## config.mk

```make
export PLATFORM = sky130hd
export DESIGN_NAME = dbus_arb
export DESIGN_NICKNAME = d
export VERILOG_FILES = /design/src/rtl/dbus_arb.sv
export SDC_FILE = /design/constraint.sdc
export NUM_CORES = 1
export LEC_CHECK = 0
export CORE_AREA = 2 2 160 162
export CTS_CLUSTER_SIZE = 24
export DETAILED_ROUTE_END_ITERATION = 12
export DIE_AREA = 0 0 162 164
export PLACE_DENSITY = 0.56
export SLEW_MARGIN = 20
export SYNTH_ARGS = -nofsm -noshare
export SYNTH_HDL_FRONTEND = slang
export SYNTH_SLANG_ARGS = --single-unit
```

## constraint.sdc

```tcl
create_clock -name wb_clk -period 2.55 [get_ports wb_clk]
set_input_delay 0.765 -clock wb_clk [delete_from_list [all_inputs] [get_ports wb_clk]]
set_output_delay 0.765 -clock wb_clk [all_outputs]
set_load 0.01 [all_outputs]
```

## src/rtl/dbus_arb.sv

```systemverilog
// Wishbone-classic arbiter: port 0 has priority, a starvation counter forces
// round-robin turns for ports 1..N-1, and a watchdog completes hung slave cycles.
module dbus_arb #(
    parameter int          N            = 3,
    parameter int          STARVE_LIMIT = 4,
    parameter int          TIMEOUT      = 255,
    parameter logic [31:0] ERR_DATA     = 32'hDEAD_BEEF
) (
    input  logic            wb_clk,
    input  logic            wb_rst_n,
    input  logic [N-1:0]    m_cyc,
    input  logic [N-1:0]    m_we,
    input  logic [4*N-1:0]  m_sel,
    input  logic [32*N-1:0] m_adr,
    input  logic [32*N-1:0] m_dat,
    output logic [N-1:0]    m_ack,
    output logic [32*N-1:0] m_rdt,
    output logic            x_cyc,
    output logic            x_we,
    output logic [3:0]      x_sel,
    output logic [31:0]     x_adr,
    output logic [31:0]     x_dat,
    input  logic            x_ack,
    input  logic [31:0]     x_rdt,
    output logic [N-1:0]    grant,
    output logic            timeout
);

    localparam int PW      = $clog2(N);
    localparam int SW      = $clog2(STARVE_LIMIT + 1);
    localparam int WDW     = (TIMEOUT > 1) ? $clog2(TIMEOUT) : 1;
    localparam int TO_LAST = (TIMEOUT > 0) ? TIMEOUT - 1 : 0;
    localparam bit WD_EN   = (TIMEOUT > 0);

    typedef enum logic [1:0] {
        ST_IDLE  = 2'd0,
        ST_GRANT = 2'd1,
        ST_DONE  = 2'd2
    } state_t;

    state_t          state_r, state_s;
    logic [N-1:0]    grant_r, m_ack_r;
    logic [32*N-1:0] m_rdt_r, rdt_next_s;
    logic            x_cyc_r, timeout_r;
    logic [SW-1:0]   starve_r;
    logic [PW-1:0]   ptr_r, low_win_s, win_s;
    logic [WDW-1:0]  wdog_r;
    logic            low_req_s, low_found_s, pick0_s, wd_expire_s;
    logic            arb_load_s, complete_s, fire_s;
    logic [31:0]     cap_s;

    // Arbitration: port 0 unless starved low ports are waiting, else rotate from ptr_r
    always_comb begin
        int idx;
        idx         = 0;
        low_win_s   = '0;
        low_found_s = 1'b0;
        low_req_s   = |m_cyc[N-1:1];
        for (int k = 0; k < N - 1; k++) begin
            idx = int'(ptr_r) + k;
            idx = (idx > N - 1) ? idx - (N - 1) : idx;
            if (!low_found_s && m_cyc[PW'(idx)]) begin
                low_found_s = 1'b1;
                low_win_s   = PW'(idx);
            end else begin
                low_found_s = low_found_s;
            end
        end
        pick0_s = m_cyc[0] && (!low_req_s || (starve_r < SW'(STARVE_LIMIT)));
        win_s   = pick0_s ? '0 : low_win_s;
    end

    assign wd_expire_s = WD_EN && (wdog_r == WDW'(TO_LAST));

    // Next state and completion decision
    always_comb begin
        state_s    = state_r;
        arb_load_s = 1'b0;
        complete_s = 1'b0;
        fire_s     = 1'b0;
        cap_s      = 32'd0;
        case (state_r)
            ST_IDLE: begin
                if (|m_cyc) begin
                    state_s    = ST_GRANT;
                    arb_load_s = 1'b1;
                end else begin
                    state_s = ST_IDLE;
                end
            end
            ST_GRANT: begin
                if (x_ack) begin
                    state_s    = ST_DONE;
                    complete_s = 1'b1;
                    cap_s      = x_rdt;
                end else if (wd_expire_s) begin
                    state_s    = ST_DONE;
                    complete_s = 1'b1;
                    fire_s     = 1'b1;
                    cap_s      = x_we ? 32'd0 : ERR_DATA;
                end else begin
                    state_s = ST_GRANT;
                end
            end
            ST_DONE: state_s = ST_IDLE;
            default: state_s = ST_IDLE;
        endcase
    end

    // Slave-side mux and read-data slot placement, both steered by the one-hot grant
    always_comb begin
        x_we       = 1'b0;
        x_sel      = 4'd0;
        x_adr      = 32'd0;
        x_dat      = 32'd0;
        rdt_next_s = '0;
        for (int i = 0; i < N; i++) begin
            x_we  = x_we | (m_we[i] & grant_r[i]);
            x_sel = x_sel | (m_sel[4*i +: 4] & {4{grant_r[i]}});
            x_adr = x_adr | (m_adr[32*i +: 32] & {32{grant_r[i]}});
            x_dat = x_dat | (m_dat[32*i +: 32] & {32{grant_r[i]}});
            rdt_next_s[32*i +: 32] = grant_r[i] ? cap_s : 32'd0;
        end
    end

    // State, grant, watchdog and fairness registers
    always_ff @(posedge wb_clk) begin
        if (!wb_rst_n) begin
            state_r   <= ST_IDLE;
            grant_r   <= '0;
            x_cyc_r   <= 1'b0;
            m_ack_r   <= '0;
            m_rdt_r   <= '0;
            timeout_r <= 1'b0;
            starve_r  <= '0;
            ptr_r     <= PW'(1);
            wdog_r    <= '0;
        end else begin
            state_r   <= state_s;
            x_cyc_r   <= (state_s == ST_GRANT);
            m_ack_r   <= complete_s ? grant_r : '0;
            m_rdt_r   <= complete_s ? rdt_next_s : '0;
            timeout_r <= fire_s;
            wdog_r    <= ((state_r == ST_GRANT) && !complete_s) ? wdog_r + WDW'(1) : '0;
            if (arb_load_s) begin
                grant_r <= {{(N-1){1'b0}}, 1'b1} << win_s;
            end else if (state_r == ST_DONE) begin
                grant_r <= '0;
            end else begin
                grant_r <= grant_r;
            end
            // Starvation counts only port-0 wins that bypassed a waiting low port
            if (arb_load_s && pick0_s) begin
                if (!low_req_s) begin
                    starve_r <= '0;
                end else if (starve_r == SW'(STARVE_LIMIT)) begin
                    starve_r <= starve_r;
                end else begin
                    starve_r <= starve_r + SW'(1);
                end
                ptr_r <= ptr_r;
            end else if (arb_load_s) begin
                starve_r <= '0;
                ptr_r    <= (low_win_s == PW'(N - 1)) ? PW'(1) : low_win_s + PW'(1);
            end else begin
                starve_r <= starve_r;
                ptr_r    <= ptr_r;
            end
        end
    end

    assign m_ack   = m_ack_r;
    assign m_rdt   = m_rdt_r;
    assign x_cyc   = x_cyc_r;
    assign grant   = grant_r;
    assign timeout = timeout_r;

endmodule

```

# ---- Yosys cells after proc, flatten, opt, wreduce, memory -nomap -nowiden
# Index checks and enable logic that the tools add are counted.
dict set report totals {
  reg_bits 119
  inputBits 245
  out_inout_bits 173
  word_cells 106
}
dict set report classes {
  add_sub_neg 6
  n_lt_le_gt_ge 5
  n_eq_ne 7
  n_shift 1
  muxes 32
  bitwise 23
  n_reduce_logical 21
}
# cell n
set op_table {}
lappend op_table {{$and A32 B32 Y32} 6}
lappend op_table {{$mux W32} 4}
lappend op_table {{$or A32 B32 Y32} 4}
lappend op_table {{$mux W3} 6}
lappend op_table {{$mux W2} 8}
lappend op_table {{$and A4 B4 Y4} 3}
lappend op_table {{$mux W1} 11}
lappend op_table {{$reduce_and A3 Y1} 3}
lappend op_table {{$add A8 B1 Y8 const B} 1}
lappend op_table {{$eq A8 B8 Y1 const B} 1}
lappend op_table {{$lt A2 B4 Y1 const B} 2}
lappend op_table {{$or A4 B4 Y4} 2}
lappend op_table {{$reduce_and A2 Y1} 4}
lappend op_table {{$reduce_or A3 Y1} 2}
lappend op_table {{$bmux W1 S2} 2}
lappend op_table {{$eq A2 B1 Y1 const B} 2}
lappend op_table {{$eq A2 B2 Y1 const B} 2}
lappend op_table {{$logic_and A1 B1 Y1} 4}
lappend op_table {{$pmux W2 S2} 1}
lappend op_table {{$reduce_bool A2 Y1} 2}
lappend op_table {{$sub A2 B2 Y2 const B} 2}
lappend op_table {{$add A2 B1 Y3 const B} 1}
lappend op_table {{$add A3 B1 Y3 const B} 1}
lappend op_table {{$and A1 B1 Y1} 3}
lappend op_table {{other kinds (13)} 18}

# ---- Logic depth before layout (Yosys ltp)
# Gate-level depths: netlist of the first run.
dict set report logic_depth {
  ltp_word 12
  ltp_mapped 7
}

# ---- Least setup slack after synthesis of the first run
# OpenSTA, ideal clock, no wires.
dict set report synth_timing {
  kind {register to output}
  from {register grant_r[2], in the netlist grant[2]}
  to {output x_dat[12]}
  arrival_time_ps 1368
  t_required_ps 1785
  path_slack_ps 417
  stages_incl_launch_ff 6
  n_path_buf 3
  path_cell_list {dfxtp_1 -> clkbuf_1 -> clkbuf_1 -> buf_1 -> a222oi_1 -> inv_1}
}
dict set report synth_via {
  elab_chain_cells 2
}
# element line_no
set synth_rtl {}
lappend synth_rtl {{start: declaration} 42} ;# logic [N-1:0] grant_r, m_ack_r;
lappend synth_rtl {{start signal: assignment} 146} ;# grant_r <= {{(N-1){1'b0}}, 1'b1} << win_s;
lappend synth_rtl {{start signal: assignment} 150} ;# grant_r <= grant_r;
lappend synth_rtl {{$and A32 B32 Y32} 121} ;# x_dat = x_dat | (m_dat[32*i +: 32] & {32{grant_r[i]}});
lappend synth_rtl {{$or A32 B32 Y32} 121}
lappend synth_rtl {{end: declaration} 22} ;# output logic [31:0] x_dat,
# Every way passes these cells.

# ---- Final worst setup path of the first run
dict set report layout_timing {
  from {input m_adr[3]}
  to {output x_adr[3]}
}
dict set report layout_via {
  elab_chain_cells 3
}
# element line_no
set layout_rtl {}
lappend layout_rtl {{start: declaration} 14} ;# input logic [32*N-1:0] m_adr,
lappend layout_rtl {{$and A32 B32 Y32} 120} ;# x_adr = x_adr | (m_adr[32*i +: 32] & {32{grant_r[i]}});
lappend layout_rtl {{$or A32 B32 Y32 (2 in a row)} 120}
lappend layout_rtl {{end: declaration} 21} ;# output logic [31:0] x_adr,
# Every way passes these cells.

==> impl_metrics.csv, run 1 <==
group,metric,value,unit
synthesis,post_synth_inst_count,507,
sta,setup_ws,-0.108,ns
synthesis,ys.warnings.count,0,
sta,post_layout_minimum_cycle_time,2.66,ns
die,dieArea,26600,um^2
power,power.static_leakage,0.00474,uW
die,design.core.area,24800,um^2
sta,tightest_slew,0.571,ns
die,die_y,164,um
routing,drt-wirelength-per-cell,18.5,um
global_routing,grt_antenna_before_repair,1,
routing,drc,0,
cells_and_area,mostFrequentLayoutCell,"clkdlybuf4s50_1",
global_routing,gr-usage-all-layers,16.8,%
min_path,holdPathStages,1,
synthesis,synthesis.area_per_instance,9.11,um^2
setup_path,worstSetupPathType,"in2out",
sta,maxSlewHeadroom,61.9,%
setup_path,worst_path_max_delay_cell,"a222oi_1",
cells_and_area,flow.area_growth_from_synthesis,118,%
cells_and_area,n_fill_cell,2535,
routing,route.vias.total,5611,
routing,finalWirelength,23900,um
setup_path,critical_path.top_delay_family,"buffers and inverters",
die,start_util,18.6,%
clocking,cts-hold-fix-buffers,0,
sta,hold_ws,0.477,ns
flow_run,cap_violations,0,
clocking,path_clk_slew,0.05,ns
setup_path,worstRegToRegCells,8,
clocking,tritoncts_clock_tree,"done",
setup_path,r2r-start,"grant[2]",
die,pin_count,418,
synthesis,synth_top_cells_by_area,"dfxtp_1 52%, a222oi_1 15%, nor2_1 9.1%",
synthesis,ys_async_sr_fraction,0,%
global_routing,first_global_vias,5421,
setup_path,worstSetupPathDepth,5,
placed_design,finalWeightedCongestion,0.764,
setup_path,cp_cell_sequence,"clkdlybuf4s15_1, a222oi_1, buf_4, inv_2, buf_6",
min_path,holdPathEnd,"wdog_r[0]",
cells_and_area,regArea,2390,um^2
synthesis,netlist_area_pre_place,4620,um^2
synthesis,ys_types,41,
synthesis,ys_seq_area_share,51.6,%
clocking,cts.path.max_buffers,2,
sta,final-max-slew-violation-count,0,
routing,vias_per_cell,4.34,
synthesis,synthFlopType,"dfxtp_1",
sta,maxClockFrequency,376,MHz
placed_design,place.port_buffers,417,
synthesis,postSynthRegisterBits,119,
routing,drt_iter0_drc,639,
clocking,cts_root_buf,"clkbuf_16",
outcome,status,"complete, but fails checks",
power,largest_vdd_supply_drop,0.425,mV
outcome,violated_checks,"negative setup slack",
clocking,cts_sinks,119,
cells_and_area,most-common-layout-cells,"281 x clkdlybuf4s50_1, 116 x dfxtp_1, 112 x nor2_1, 71 x inv_1, 69 x a222oi_1",
cells_and_area,num-nets-final,1199,
die,row_count,58,
routing,drtAntennaViolNets,0,
cells_and_area,final_core_util,40.5,%
setup_path,worst_ep_required_time,1.79,ns
clocking,htreeDepth,4,
cells_and_area,layout-drive-gt1-share,18.5,%
clocking,clk_latency,0.41,ns
clocking,number_of_buffers_created_by_cts,17,
placed_design,hpwlAfterDp,18800,um
global_routing,grt_start_max_net_pins,34,
sta,finalCritPeriodShare,104,%
sta,unrepaired_setup_endpoints_after_global_routing,"yes",
global_routing,global_route_total_overflow,0,
sta,finalSetupViolCount,4,
cells_and_area,diodes,0,
setup_path,endpoint_kind,"output pin",
synthesis,synth_top_cell_area_share,51.6,%
die,die_width,162,um
synthesis,number_of_enable_type_register_cells_in_the_synthesized_netlist,0,
power,pd_cells,570,nW/um^2
min_path,worstHoldStart,"wdog_r[0]",
global_routing,grt_pass1_wl,33100,um
setup_path,worstSetupStartpointType,"input pin",
cells_and_area,multi_input_gate_area,1740,um^2
sta,hold_violations,0,
min_path,worstHoldPathType,"reg2reg",
setup_path,reg2reg_setup_slack,0.53,ns
setup_path,worstPathBufferInverterCount,4,
synthesis,syn_nets,756,
synthesis,synth.largest_area_cell,"dfxtp_1",
setup_path,slowest_delay,0.56,ns
setup_path,worstPathArrival,1.89,ns
routing,total_iterations_of_the_first_detailed_routing_run,7,
setup_path,path_max_fanout,1,
setup_path,r2r_endpoint,"m_rdt[1]",
sta,setup_tns,-0.155,ns
sta,timing.clock.skew,0.00953,ns
## cells by family (layout without fill, tap and decap cells)
group                      after synthesis  after routing  synth area share, %
AOI/OAI and AO/OA                      107            107                 21.4
xor gates and xnor gates                 6              6                 1.14
adders and majority gates                4              4                 1.08
buffers and inverters                  117            573                 10.8
DFF                                    119            119                 51.6
muxes                                    1              1                0.217
and+or+nand+nor                        153            153                 13.8
## sequential cells by signal, summed over array words and instances, names as in the netlist, named ones only
| name | flops |
|---|---|
| wdog_r | 8 |
| x_cyc | 1 |
| grant | 3 |
| starve_r | 3 |
| m_rdt | 96 |
| ptr_r | 1 |
| state_r | 2 |
| timeout | 1 |
| m_ack | 3 |
## per-stage QoR
stage / worst slack [ns] / instance area, um^2 / total power, uW / std cells
3_3_place_gp: -0.614 / 9330 / 3310 / 1246
5_1_grt: -0.127 / 10100 / 5980 / 1293
2_1_floorplan: 0.417 / 4620 / 2400 / 507
4_1_cts: -0.127 / 9880 / 5770 / 1290
3_5_place_dp: -0.617 / 9330 / 3310 / 1246
6_report: -0.108 / 10100 / 5730 / 1293
## metal layers
metal,up-vias,track usage [%],share of wire [%]
li1,2670,-,-
met1,2564,20.5,40
met2,347,27.4,48
met3,28,5.71,9.6
met4,2,6.60,2.9
met5,-,0,0.054
## layout make-up
class / count / area share, %
inverter: 76 / 2.84
multi-input combinational: 271 / 17.3
tap: 330 / 4.11
sequential: 119 / 23.8
timing repair buffer: 465 / 45.8
clock inverter: 13 / 1.68
clock buffer: 19 / 4.50
## Yosys cell counts, types with 4 or more instances
master,number
nand3_1,5
and2_1,4
a21oi_2,20
buf_2,12
buf_1,4
dfxtp_1,119
a21oi_1,6
a222oi_1,69
clkbuf_1,20
nor2_1,112
ha_1,4
inv_1,76
nand2_1,18
xor2_1,4
## worst max path at each step
stage,from,end
after floorplan,grant[2],x_dat[12]
after global placement,m_adr[9],x_adr[9]
after detailed placement,m_adr[9],x_adr[9]
after CTS,grant[0],x_adr[3]
after global routing,grant[0],x_adr[9]
final,m_adr[3],x_adr[3]
## power breakdown
group	total (uW)	switching (uW)	internal [uW]
registers	1910	25.8	1890
logic	1340	586	753
clock network	2480	886	1600
total	5730	1500	4240
## what timing repair did
item,4_1_cts,5_1_grt
pin swaps,62,50
cloned,2,1
gates resized for setup,319,72
endpoints found under the setup margin,69,47
buffers inserted,11,3
Note: power is estimated with default switching activity, not from simulation.
==> inputs of run 2 (changes only) <==
==> constraint.sdc (replaced) <==
create_clock -name wb_clk -period 2.55 [get_ports wb_clk]
set_input_delay 0.255 -clock wb_clk [delete_from_list [all_inputs] [get_ports wb_clk]]
set_output_delay 0.255 -clock wb_clk [all_outputs]
set_load 0.01 [all_outputs]
==> impl_metrics.csv, run 2 (synthesis results as in run 1) <==
group,metric,value,unit
outcome,status,"finished, final reports clean",
placed_design,place.port_buffers,417,
sta,timing.clock.skew,0.00776,ns
setup_path,crit_path_end,"x_dat[21]",
setup_path,worst_path_max_delay_cell,"a222oi_1",
global_routing,first_global_vias,5350,
power,power.static_leakage,0.00407,uW
min_path,holdPathStages,2,
setup_path,worstSetupStartpointType,"flip-flop",
setup_path,path_max_fanout,18,
clocking,cts_root_buf,"clkbuf_16",
setup_path,worstSetupPathDepth,5,
power,design_power_total,5520,uW
global_routing,grt_antenna_before_repair,1,
sta,post_layout_minimum_cycle_time,2.48,ns
global_routing,global_route_total_overflow,0,
clocking,htreeDepth,4,
setup_path,crit_start,"grant[0]",
routing,drt-wirelength-per-cell,18.6,um
sta,hold_ws,0.192,ns
setup_path,endpoint_kind,"output pin",
cells_and_area,num-nets-final,1173,
power,largest_vdd_supply_drop,0.401,mV
routing,drc,0,
placed_design,finalWeightedCongestion,0.772,
die,dieArea,26600,um^2
clocking,cts_sinks,119,
clocking,clk_latency,0.41,ns
setup_path,slowest_delay,0.50,ns
die,start_util,18.6,%
placed_design,hpwlAfterDp,18900,um
die,pin_count,418,
cells_and_area,most-common-layout-cells,"415 x clkdlybuf4s50_1, 116 x dfxtp_1, 112 x nor2_1, 76 x inv_1, 69 x a222oi_1",
sta,finalSetupViolCount,0,
global_routing,grt_start_max_net_pins,34,
cells_and_area,diodes,0,
global_routing,grt_pass1_wl,33000,um
sta,final-max-slew-violation-count,0,
die,design.core.area,24800,um^2
placed_design,dpl_cell_area,9180,um^2
sta,maxSlewHeadroom,53.8,%
setup_path,worst_ep_required_time,2.30,ns
sta,finalCritPeriodShare,97.3,%
die,die_width,162,um
routing,finalWirelength,23600,um
clocking,path_clk_slew,0.06,ns
flow_run,cap_violations,0,
routing,vias_per_cell,4.32,
cells_and_area,layout-drive-gt1-share,8.32,%
cells_and_area,mostFrequentLayoutCell,"clkdlybuf4s50_1",
global_routing,gr-usage-all-layers,16.8,%
setup_path,worstRegToRegCells,6,
setup_path,worstSetupPathType,"reg2out",
cells_and_area,largest_register_ff_count,96,
sta,maxClockFrequency,403,MHz
routing,drt_iter0_drc,519,
cells_and_area,final_core_util,39.4,%
cells_and_area,flow.area_growth_from_synthesis,112,%
sta,hold_violations,0,
clocking,cts.path.max_buffers,2,
sta,unrepaired_setup_endpoints_after_global_routing,"no",
sta,setup_tns,0,ns
setup_path,reg2reg_setup_slack,0.52,ns
setup_path,worstPathArrival,2.23,ns
clocking,tritoncts_clock_tree,"done",
setup_path,r2r_endpoint,"m_rdt[28]",
die,die_y,164,um
setup_path,cp_cell_sequence,"buf_12, buf_4, a222oi_1, inv_1, clkdlybuf4s50_1",
routing,drtAntennaViolNets,0,
min_path,worstHoldPathType,"in2reg",
power,pd_cells,564,nW/um^2
setup_path,critical_path.top_delay_family,"buffers and inverters",
clocking,cts-hold-fix-buffers,0,
sta,tightest_slew,0.694,ns
routing,total_iterations_of_the_first_detailed_routing_run,6,
setup_path,r2r-start,"grant[2]",
clocking,number_of_buffers_created_by_cts,17,
setup_path,worstPathBufferInverterCount,4,
cells_and_area,final_design_area_no_fill,9780,um^2
die,row_count,58,
routing,route.vias.total,5471,
run 2: cell count changes in the layout (fill, tap and decap cells not counted), moves of 13 or more:
cell             change
buf_2               -39
buf_4               -13
buf_6               -30
clkdlybuf4s50_1    +134
dlygate4sd2_1       -29
dlymetal6s2s_1      -35
run 2: final cells by class:
type / count / area [um^2]
multi-input cells: 271 / 1740
clock buffers: 17 / 425
well taps: 330 / 413
inverters: 76 / 285
repair buffers: 439 / 4380
fillers: 2517 / 15000
clock inverters: 15 / 145
flip-flops and latches: 119 / 2390
run 2: power breakdown:
group | internal (uW) | switching (uW)
combinational | 773 | 548
clock | 1360 | 921
sequential | 1880 | 29.2
run 2: worst min-delay path by stage:
stage / from / endpoint / slack (ns)
global placement: wdog_r[0] / wdog_r[0] / 0.46
floorplan: wb_rst_n / grant[1] / 0.39
detailed placement: wdog_r[0] / wdog_r[0] / 0.47
CTS: x_ack / timeout / 0.20
global route: x_ack / timeout / 0.23
finish: x_ack / timeout / 0.19
run 2: worst reg2reg max path: stages, from the launching register on:
cell	delay, ns
dfxtp_4	0.43
buf_12	0.20
a222oi_1	0.48
and2b_1	0.45
buf_12	0.22
a21oi_2	0.08
nor2_1	0.12
run 2: what timing repair did:
item / CTS / global route
setup buffers: 2 / 0
setup endpoints to repair: 2 / 0
resized for setup: 4 / 0
run 2: stage by stage:
step	setup slack, ns	cells
2_1_floorplan	0.927	507
3_3_place_gp	0.135	1233
3_5_place_dp	0.175	1233
4_1_cts	0.0286	1267
5_1_grt	0.0219	1267
6_report	0.0688	1267
run 2: routing by layer:
| layer | up-vias | routed length (um) | GRT usage, % | part of all wire, % |
|---|---|---|---|---|
| met5 | - | 11 | 0 | 0.047 |
| met4 | 2 | 554 | 5.99 | 2.3 |
| met3 | 22 | 2110 | 5.40 | 8.9 |
| met2 | 321 | 11400 | 28.0 | 48 |
| met1 | 2512 | 9570 | 20.3 | 41 |
| li1 | 2614 | - | - | - |
